**config.mk**
```make
export PLATFORM = sky130hd
export DESIGN_NAME = decode_stage
export DESIGN_NICKNAME = d
export VERILOG_FILES = /design/src/rtl/decode_stage.sv
export SDC_FILE = /design/constraint.sdc
export NUM_CORES = 1
export LEC_CHECK = 0
export CORE_ASPECT_RATIO = 1.5
export CORE_MARGIN = 5
export CORE_UTILIZATION = 52
export DETAILED_ROUTE_END_ITERATION = 6
export PLACE_DENSITY = 0.78
export SYNTH_ARGS = -nofsm -noshare
export SYNTH_HDL_FRONTEND = slang
export SYNTH_SLANG_ARGS = --single-unit
```
**constraint.sdc**
```tcl
create_clock -name clk -period 3.05 [get_ports clk]
set_input_delay 0.61 -clock clk [delete_from_list [all_inputs] [get_ports clk]]
set_output_delay 0.61 -clock clk [all_outputs]
set_load 0.02 [all_outputs]
```
**src/rtl/decode_stage.sv**
```systemverilog
// decode_stage: IF/ID pipeline register with an RV32I decoder.
//
// Takes (pc, instr) pairs from fetch over valid/ready. It decodes them
// combinationally and registers the decoded bundle. A two-entry store
// (OUT + SKID) keeps full throughput under backpressure. if_ready depends
// only on registered state.
//
// Ports:
//   clk, reset          rising-edge clock, synchronous active-high reset
//   flush               drop all buffered bundles and any same-cycle input
//   if_valid/if_ready   fetch handshake; if_pc, if_instr payload
//   id_valid/id_ready   execute handshake
//   id_*                decoded bundle: pc, raw instr, rs1/rs2/rd, imm,
//                       funct3, alu_op, class flags, reg_write, illegal
//
// Optional: define DECODE_RV32M_EN to accept the RV32M OP encodings
// (funct7 = 0x01). These produce alu_op 16..23.
module decode_stage #(
  parameter int              XLEN         = 32,
  parameter logic [XLEN-1:0] RESET_PC_TAG = 32'h0000_0000
) (
  input  logic            clk,
  input  logic            reset,
  input  logic            flush,
  input  logic            if_valid,
  output logic            if_ready,
  input  logic [XLEN-1:0] if_pc,
  input  logic [31:0]     if_instr,
  output logic            id_valid,
  input  logic            id_ready,
  output logic [XLEN-1:0] id_pc,
  output logic [31:0]     id_instr,
  output logic [4:0]      id_rs1,
  output logic [4:0]      id_rs2,
  output logic [4:0]      id_rd,
  output logic [XLEN-1:0] id_imm,
  output logic [2:0]      id_funct3,
  output logic [4:0]      id_alu_op,
  output logic            id_is_load,
  output logic            id_is_store,
  output logic            id_is_branch,
  output logic            id_is_jal,
  output logic            id_is_jalr,
  output logic            id_is_lui,
  output logic            id_is_auipc,
  output logic            id_is_system,
  output logic            id_is_fence,
  output logic            id_reg_write,
  output logic            id_illegal
);
  localparam logic [6:0] OPC_LUI = 7'b0110111, OPC_AUIPC = 7'b0010111,
                         OPC_JAL = 7'b1101111, OPC_JALR = 7'b1100111,
                         OPC_BRANCH = 7'b1100011, OPC_LOAD = 7'b0000011,
                         OPC_STORE = 7'b0100011, OPC_OPIMM = 7'b0010011,
                         OPC_OP = 7'b0110011, OPC_FENCE = 7'b0001111,
                         OPC_SYSTEM = 7'b1110011;
  localparam logic [4:0] ALU_ADD = 5'd0, ALU_SUB = 5'd1, ALU_SLL = 5'd2,
                         ALU_SLT = 5'd3, ALU_SLTU = 5'd4, ALU_XOR = 5'd5,
                         ALU_SRL = 5'd6, ALU_SRA = 5'd7, ALU_OR = 5'd8,
                         ALU_AND = 5'd9, ALU_PASS = 5'd10;

  typedef struct packed {
    logic [XLEN-1:0] pc;
    logic [31:0]     instr;
    logic [4:0]      rs1, rs2, rd;
    logic [XLEN-1:0] imm;
    logic [2:0]      funct3;
    logic [4:0]      alu_op;
    logic is_load, is_store, is_branch, is_jal, is_jalr;
    logic is_lui, is_auipc, is_system, is_fence;
    logic reg_write;
    logic illegal;
  } bundle_t;

  logic [6:0]  opc, f7;
  logic [2:0]  f3;
  logic [31:0] imm_i, imm_s, imm_b, imm_u, imm_j;

  assign opc   = if_instr[6:0];
  assign f3    = if_instr[14:12];
  assign f7    = if_instr[31:25];
  assign imm_i = {{20{if_instr[31]}}, if_instr[31:20]};
  assign imm_s = {{20{if_instr[31]}}, if_instr[31:25], if_instr[11:7]};
  assign imm_b = {{19{if_instr[31]}}, if_instr[31], if_instr[7],
                  if_instr[30:25], if_instr[11:8], 1'b0};
  assign imm_u = {if_instr[31:12], 12'b0};
  assign imm_j = {{11{if_instr[31]}}, if_instr[31], if_instr[19:12],
                  if_instr[20], if_instr[30:21], 1'b0};

  // ALU op shared by OP and OP-IMM; funct7[5] selects SUB only for
  // register-register, but selects SRA for both forms.
  logic [4:0] arith_op;
  always_comb begin
    arith_op = ALU_AND;
    case (f3)
      3'd0:    arith_op = (opc == OPC_OP && f7[5]) ? ALU_SUB : ALU_ADD;
      3'd1:    arith_op = ALU_SLL;
      3'd2:    arith_op = ALU_SLT;
      3'd3:    arith_op = ALU_SLTU;
      3'd4:    arith_op = ALU_XOR;
      3'd5:    arith_op = f7[5] ? ALU_SRA : ALU_SRL;
      3'd6:    arith_op = ALU_OR;
      default: arith_op = ALU_AND;
    endcase
  end

  bundle_t dec;
  logic    ill, use_rs1, use_rs2, use_rd;

  always_comb begin
    dec        = '0;
    dec.pc     = if_pc;
    dec.instr  = if_instr;
    dec.funct3 = f3;
    ill        = 1'b0;
    use_rs1    = 1'b0;
    use_rs2    = 1'b0;
    use_rd     = 1'b0;
    case (opc)
      OPC_LUI:   begin use_rd = 1'b1; dec.imm = imm_u; dec.alu_op = ALU_PASS; dec.is_lui = 1'b1; end
      OPC_AUIPC: begin use_rd = 1'b1; dec.imm = imm_u; dec.is_auipc = 1'b1; end
      OPC_JAL:   begin use_rd = 1'b1; dec.imm = imm_j; dec.is_jal = 1'b1; end
      OPC_JALR: begin
        use_rd = 1'b1; use_rs1 = 1'b1; dec.imm = imm_i; dec.is_jalr = 1'b1;
        ill = (f3 != 3'd0);
      end
      OPC_BRANCH: begin
        use_rs1 = 1'b1; use_rs2 = 1'b1; dec.imm = imm_b; dec.is_branch = 1'b1;
        dec.alu_op = !f3[2] ? ALU_SUB : (f3[1] ? ALU_SLTU : ALU_SLT);
        ill = (f3[2:1] == 2'b01);
      end
      OPC_LOAD: begin
        use_rd = 1'b1; use_rs1 = 1'b1; dec.imm = imm_i; dec.is_load = 1'b1;
        ill = (f3 == 3'd3) || (f3[2:1] == 2'b11);
      end
      OPC_STORE: begin
        use_rs1 = 1'b1; use_rs2 = 1'b1; dec.imm = imm_s; dec.is_store = 1'b1;
        ill = (f3 > 3'd2);
      end
      OPC_OPIMM: begin
        use_rd = 1'b1; use_rs1 = 1'b1; dec.imm = imm_i; dec.alu_op = arith_op;
        if (f3 == 3'd1)      ill = (f7 != 7'h00);
        else if (f3 == 3'd5) ill = (f7 != 7'h00) && (f7 != 7'h20);
      end
      OPC_OP: begin
        use_rd = 1'b1; use_rs1 = 1'b1; use_rs2 = 1'b1; dec.alu_op = arith_op;
        if (f7 == 7'h20)      ill = !(f3 == 3'd0 || f3 == 3'd5);
        else if (f7 != 7'h00) ill = 1'b1;
`ifdef DECODE_RV32M_EN
        if (f7 == 7'h01) begin
          ill        = 1'b0;
          dec.alu_op = 5'd16 + {2'b00, f3};
        end
`endif
      end
      OPC_FENCE:  begin dec.imm = imm_i; dec.is_fence = 1'b1; end
      OPC_SYSTEM: begin
        dec.imm = imm_i; dec.is_system = 1'b1;
        ill = (if_instr != 32'h0000_0073) && (if_instr != 32'h0010_0073);
      end
      default: ill = 1'b1;
    endcase
    if (if_instr[1:0] != 2'b11 || if_instr == 32'h0 || if_instr == 32'hFFFF_FFFF)
      ill = 1'b1;

    if (ill) begin
      // Illegal words carry only identity fields plus the illegal flag.
      dec         = '0;
      dec.pc      = if_pc;
      dec.instr   = if_instr;
      dec.funct3  = f3;
      dec.illegal = 1'b1;
    end else begin
      dec.rs1       = use_rs1 ? if_instr[19:15] : 5'd0;
      dec.rs2       = use_rs2 ? if_instr[24:20] : 5'd0;
      dec.rd        = use_rd  ? if_instr[11:7]  : 5'd0;
      dec.reg_write = use_rd && (if_instr[11:7] != 5'd0);
    end
  end

  // OUT/SKID store. skid_valid implies id_valid, so the stage behaves as a
  // 2-deep FIFO whose ready is registered.
  bundle_t out_q, skid_q;
  logic    skid_valid;
  logic    acc, cons;

  assign if_ready = !skid_valid;
  assign acc      = if_valid && if_ready && !flush;
  assign cons     = id_valid && id_ready;

  always_ff @(posedge clk) begin
    if (reset) begin
      id_valid   <= 1'b0;
      skid_valid <= 1'b0;
      out_q      <= '0;
      out_q.pc   <= RESET_PC_TAG;
      skid_q     <= '0;
    end else if (flush) begin
      id_valid   <= 1'b0;
      skid_valid <= 1'b0;
    end else if (cons && skid_valid) begin
      // if_ready is low here, so no accept can coincide with the refill.
      out_q      <= skid_q;
      skid_valid <= 1'b0;
    end else if (acc && (!id_valid || cons)) begin
      out_q    <= dec;
      id_valid <= 1'b1;
    end else if (acc) begin
      skid_q     <= dec;
      skid_valid <= 1'b1;
    end else if (cons) begin
      id_valid <= 1'b0;
    end
  end

  assign id_pc        = out_q.pc;
  assign id_instr     = out_q.instr;
  assign id_rs1       = out_q.rs1;
  assign id_rs2       = out_q.rs2;
  assign id_rd        = out_q.rd;
  assign id_imm       = out_q.imm;
  assign id_funct3    = out_q.funct3;
  assign id_alu_op    = out_q.alu_op;
  assign id_is_load   = out_q.is_load;
  assign id_is_store  = out_q.is_store;
  assign id_is_branch = out_q.is_branch;
  assign id_is_jal    = out_q.is_jal;
  assign id_is_jalr   = out_q.is_jalr;
  assign id_is_lui    = out_q.is_lui;
  assign id_is_auipc  = out_q.is_auipc;
  assign id_is_system = out_q.is_system;
  assign id_is_fence  = out_q.is_fence;
  assign id_reg_write = out_q.reg_write;
  assign id_illegal   = out_q.illegal;
endmodule

```
---- Word level (Yosys, flattened, before mapping) ----
Index checks and enable logic that the tools add are counted.
operators by class
  mux-type cells .......................... 37
  bitwise gates (word level) .............. 3
  reductions and logical operators ........ 38
  magnitude comparators ................... 1
  equal/unequal tests ..................... 26
operators by type and width
  kind                                                     count
  2-to-1 mux 130 bit                                       2
  one-hot mux 32 bit (5 select lines)                      1
  2-to-1 mux 49 bit                                        1
  equality test 32 bit, second input constant              1
  logical NOT 32 bit                                       1
  inequality test 32 x 21 -> 1 bit, second input constant  1
  inequality test 32 x 7 -> 1 bit, second input constant   1
  equality test 7 x 6 -> 1 bit, second input constant      4
  equality test 7 bit, second input constant               4
  one-hot mux 4 bit (7 select lines)                       1
  2-to-1 mux 1 bit                                         24
  2-to-1 mux 15 bit                                        1
  2-to-1 mux 5 bit                                         3
  one-hot mux 5 bit (3 select lines)                       1
  equality test 7 x 5 -> 1 bit, second input constant      2
  equality test 3 bit, second input constant               3
  logical AND 1 bit                                        9
  one-hot mux 1 bit (8 select lines)                       1
  equality test 7 x 2 -> 1 bit, second input constant      1
  equality test 7 x 4 -> 1 bit, second input constant      1
  inequality test 7 x 6 -> 1 bit, second input constant    1
  nonzero test 7 bit                                       1
  OR reduction 7 bit                                       1
  equality test 3 x 2 -> 1 bit, second input constant      2
  22 further kinds                                         37
storage, ports and cells
  register bits ........................... 262
  output and inout bits ................... 132
  bits of input ports ..................... 69

---- Logic depth before layout (Yosys ltp) ----
  depth after elaboration ................. 9
  gate-level depth with buffers ........... 11
  mapped depth without buffers ............ 7

---- Worst setup path before layout ----
No wires, ideal clock.
  path kind ............................... input -> register
  from .................................... in if_instr[13]
  to ...................................... reg skid_q[31] (netlist name)
  path buffers ............................ 3
  data required time ...................... 2983 ps
  setup slack ............................. 336 ps
  library setup time ...................... 67 ps
  data arrival time ....................... 2647 ps
  cell stages on the path ................. 10
  path through ............................ buf_2 > nor4_1 > nand4_1 > o31ai_1 > and3b_1 > or4b_1 > buf_6 > or2_1 > buf_6 > o21ai_2
between the ends
  longest elaborated chain between the ends .. 7
  elaborated cells on any way between the ends .. 24
  those cells by class .................... order compare: 1; eq/ne: 8; mux: 6; reduce/logical: 9
RTL lines
  what                                                      RTL line  RTL
  start, declared                                           28        input logic [31:0] if_instr,
  equality test 3 bit or logical NOT 3 bit (tied branches)  143, 147
  logical OR 1 bit                                          147       if (f7 == 7'h20) ill = !(f3 == 3'd0 || f3 == 3'd5);
  logical NOT 1 bit                                         147
  2-to-1 mux 1 bit                                          147
  one-hot mux 1 bit (8 select lines)                        119       case (opc)
  2-to-1 mux 1 bit *                                        163       if (if_instr[1:0] != 2'b11 || if_instr == 32'h0 || if_instr == 32'hFFFF_FFFF)
  2-to-1 mux 49 bit *                                       166       if (ill) begin
  end signal, assigned                                      197       skid_q <= '0;
  end signal, assigned                                      209       skid_q <= dec;
  end, declared                                             183       bundle_t out_q, skid_q;
Mark *: on every way between the ends. The rest lies on a longest branch, timed or not.
A chain may end at the register's enable or synchronous reset.

---- Worst setup path after layout ----
  from .................................... in if_instr[5]
  to ...................................... reg skid_q[57] (netlist name)
between the ends
  longest elaborated chain between the ends .. 5
  elaborated cells on any way between the ends .. 25
  those cells by class .................... eq/ne: 14; mux: 5; reduce/logical: 6
RTL lines
  what                                                        RTL line  RTL
  inequality test 32 x 7 -> 1 bit (tied with other cells)     159       ill = (if_instr != 32'h0000_0073) && (if_instr != 32'h0010_0073);
  logical AND 1 bit (tied with other cells)                   159
  one-hot mux 1 bit (8 select lines) (tied with other cells)  119
  2-to-1 mux 1 bit or 2-to-1 mux 5 bit (tied branches)        163, 175
  2-to-1 mux 15 bit *                                         166
Marked as above.

==> summary.txt <==
Status
  • Status: finished clean

Routing
  • Vias: 10,500
  • Initial detailed-routing violation count: 819
  • WL/cell: 18.81 microns
  • Drt drc: 0
  • Drt pass-1 iters: 5
  • Post-route antenna net violation count: 0
  • Vias per cell: 5.841
  • Final wirelength: 33,820 microns

Placed design
  • Dpl cells: 1,756
  • HPWL reported at the end of detailed placement: 22,700 microns
  • Setup WS pre-CTS: -0.4081 ns
  • Final Wtd Congestion: 0.9293
  • I/O Buffers: 199

Yosys
  • Most numerous cell in the Yosys netlist: nand2_1
  • Top cells by count, synth: nand2_1 (296), dfxtp_1 (254), nor2_1 (141), a21oi_1 (111), clkbuf_1 (106)
  • Main synth FF type: dfxtp_1
  • Largest area contributor in the netlist: dfxtp_1
  • Seq cells post-synth: 254
  • Async SR Flop Fraction: 0
  • Avg Inst Size Synth: 8.133 sq um
  • Area fraction of the dominant cell type after synthesis: 0.4798
  • Synth cell types: 59
  • Synth Instances: 1,303
  • Number of synthesized flops with an enable pin: 0
  • Warnings, synthesis: 0
  • Top post-synthesis cells by area: dfxtp_1 (48%), nand2_1 (10%), a311oi_1 (5.7%)
  • Post-synthesis sequential area ratio: 0.4798
  • Syn_nets: 1,372
  • Post-Syn Area: 10,600 sq um

Finish
  • Register Area: 5085 sq um
  • Final nets: 1,587
  • Number of cells in the finished layout apart from fillers: 1,798
  • Antenna cells: 0
  • Share of cells above drive strength 1: 0.1180
  • Area growth, synth to finish: 33.87%
  • Multi-input gate area: 5012 sq um
  • Fillers: 1,622

Timing
  • RSZ-0062 raised after global routing: no
  • Hold_ws: 0.3198 ns
  • Final Critical Period: 2.935 ns
  • Max-slew violations: 0
  • Final setup fails: 0
  • Worst-margin pin slew: 1.042 ns
  • Final setup margin: 0.1150 ns
  • FMAX: 340.7 MHz
  • Final worst clock skew: 0.01148 ns
  • Final worst path period share: 0.9623
  • Rel. slew slack: 0.3054
  • Final Hold Violating Endpoints: 0

Power
  • P_int: 5561 uW
  • Sw frac: 0.2529
  • Sequential share of power: 0.469
  • Combinational share of power: 0.136
  • Psw: 1882 uW
  • Leakage: 0.005287 uW
  • Clock power share: 0.396
  • Peak VDD IR: 524.9 uV
  • P per Cell Area: 524.6 nW/um^2

Clock tree
  • CTS tree: built
  • Root Buffer: clkbuf_16
  • Worst-path clk slew: 0.07 ns
  • # clock sinks: 254
  • Clock latency on the worst-skew pair: 0.52 ns
  • Clock Path Buffers: 3
  • CTS HTree Levels: 1
  • TritonCTS Buffers: 24

Die
  • I/O pin count: 201
  • Die Ht: 184.8 microns
  • Row cnt: 64
  • Die Area: 23,390 sq um
  • Initial Utilization: 0.5231
  • Die width: 126.6 microns
  • Core ar.: 20,260 sq um

Worst setup path
  • WP data required: 3.50 ns
  • Critical Path Sink Type: register
  • Crit path DAT: 3.39 ns
  • CP Class: in -> reg
  • CP startpoint kind: primary input
  • CP max FO: 13

Global routing
  • Global-route usage over all layers: 0.2770
  • Pin count of the biggest net entering global routing: 128
  • Global-route wire length before repair: 53,500 microns
  • Antenna violations before repair: 0
  • Vias in the first global route: 10,020
  • Gr ovfl total: 0

Min path
  • Worst hold path type: in -> reg

Flow run
  • Max Cap Violations: 0
-- power groups by stage --
stage               logic [uW]  registers [uW]  clock network [uW]
floorplan                  365            3670                   0
global placement           997            3560                   0
detailed placement        1000            3560                   0
CTS                       1010            3490                3000
global route              1080            3500                3140
finish                    1010            3490                2940
-- path summary, 6_finish.rpt --
check | start | end | slack, ns | cells past startpoint
setup reg to reg | id_valid$_SDFFE_PP0P_ | skid_q[57]$_SDFFE_PP0P_ | 0.87 | 6
hold / removal | reset | skid_q[0]$_SDFFE_PP0P_ | 0.32 | 2
hold reg to reg | skid_q[128]$_SDFFE_PP0P_ | skid_q[128]$_SDFFE_PP0P_ | 0.45 | 2
setup / recovery | if_instr[5] | skid_q[57]$_SDFFE_PP0P_ | 0.12 | 10
-- cell families (layout without fill, tap and decap cells) --
group | Yosys count | count (layout) | share of synthesized area
buffers and inverters | 130 | 361 | 0.05041
AO/OA/AOI/OAI | 356 | 356 | 0.2388
XOR/XNOR | 2 | 2 | 0.001653
other | 1 | 1 | 0.0003539
AND/OR/NAND/NOR | 560 | 560 | 0.2289
flip-flops | 254 | 254 | 0.4798
-- registers in the layout, summed over array words and instances (netlist names), 4 cells and up --
signal     cells
skid_q       126
id_imm        32
id_instr      32
id_pc         32
id_rd          5
id_rs1         5
id_rs2         5
id_alu_op      4
-- layout by cell type (no fill, tap or decap), types with 15 or more instances in the layout --
cell,instances
a221oi_1,24
nor3_1,35
clkbuf_16,25
a311oi_1,69
and3_1,15
a22o_1,50
o21ai_0,23
nor2_1,140
a21oi_1,111
nand2_1,296
buf_4,109
dfxtp_1,254
o22ai_1,15
clkdlybuf4s50_1,198
-- per-stage QoR --
| stage | power, uW | util | instance area (sq um) | setup TNS [ns] |
|---|---|---|---|---|
| final | 7443 | 0.7003 | 14190 | 0 |
| after global routing | 7717 | 0.7003 | 14190 | 0 |
| after CTS | 7496 | 0.7000 | 14180 | 0 |
| after detailed placement | 4566 | 0.6617 | 13410 | -28.94 |
| after global placement | 4555 | 0.6617 | 13410 | -28.37 |
| after floorplan | 4038 | - | 10600 | 0 |
-- area by class of cell --
cell class,count,share of cell area
multi-input combinational,919,0.3533
clock inverter,9,0.005732
sequential,254,0.3584
clock buffer,33,0.04903
timing repair buffer,316,0.2095
inverter,3,0.0007937
tap,264,0.02328
-- worst max-delay path, cell delays in order --
cell	delay, ns
clkdlybuf4s50_1	0.64
buf_4	0.25
or2_2	0.14
o22ai_1	0.07
a31oi_1	0.22
and3b_1	0.24
or4b_1	0.50
buf_4	0.20
nor3b_2	0.32
a22o_1	0.19
-- per-layer routing --
metal / track usage / wire length, microns / vias up
met5: 0 / 0 / -
met1: 0.3439 / 13300 / 4966
met3: 0.03895 / 2227 / 92
met2: 0.4805 / 16800 / 398
li1: - / - / 5047
met4: 0.1185 / 1497 / 0
-- what timing repair did --
action                     CTS  global route
buffers inserted             0             0
setup endpoints to repair    0             4
hold buffers                 0             0
resized for setup            0             1
No activity file was read; power rests on OpenSTA's default activity.
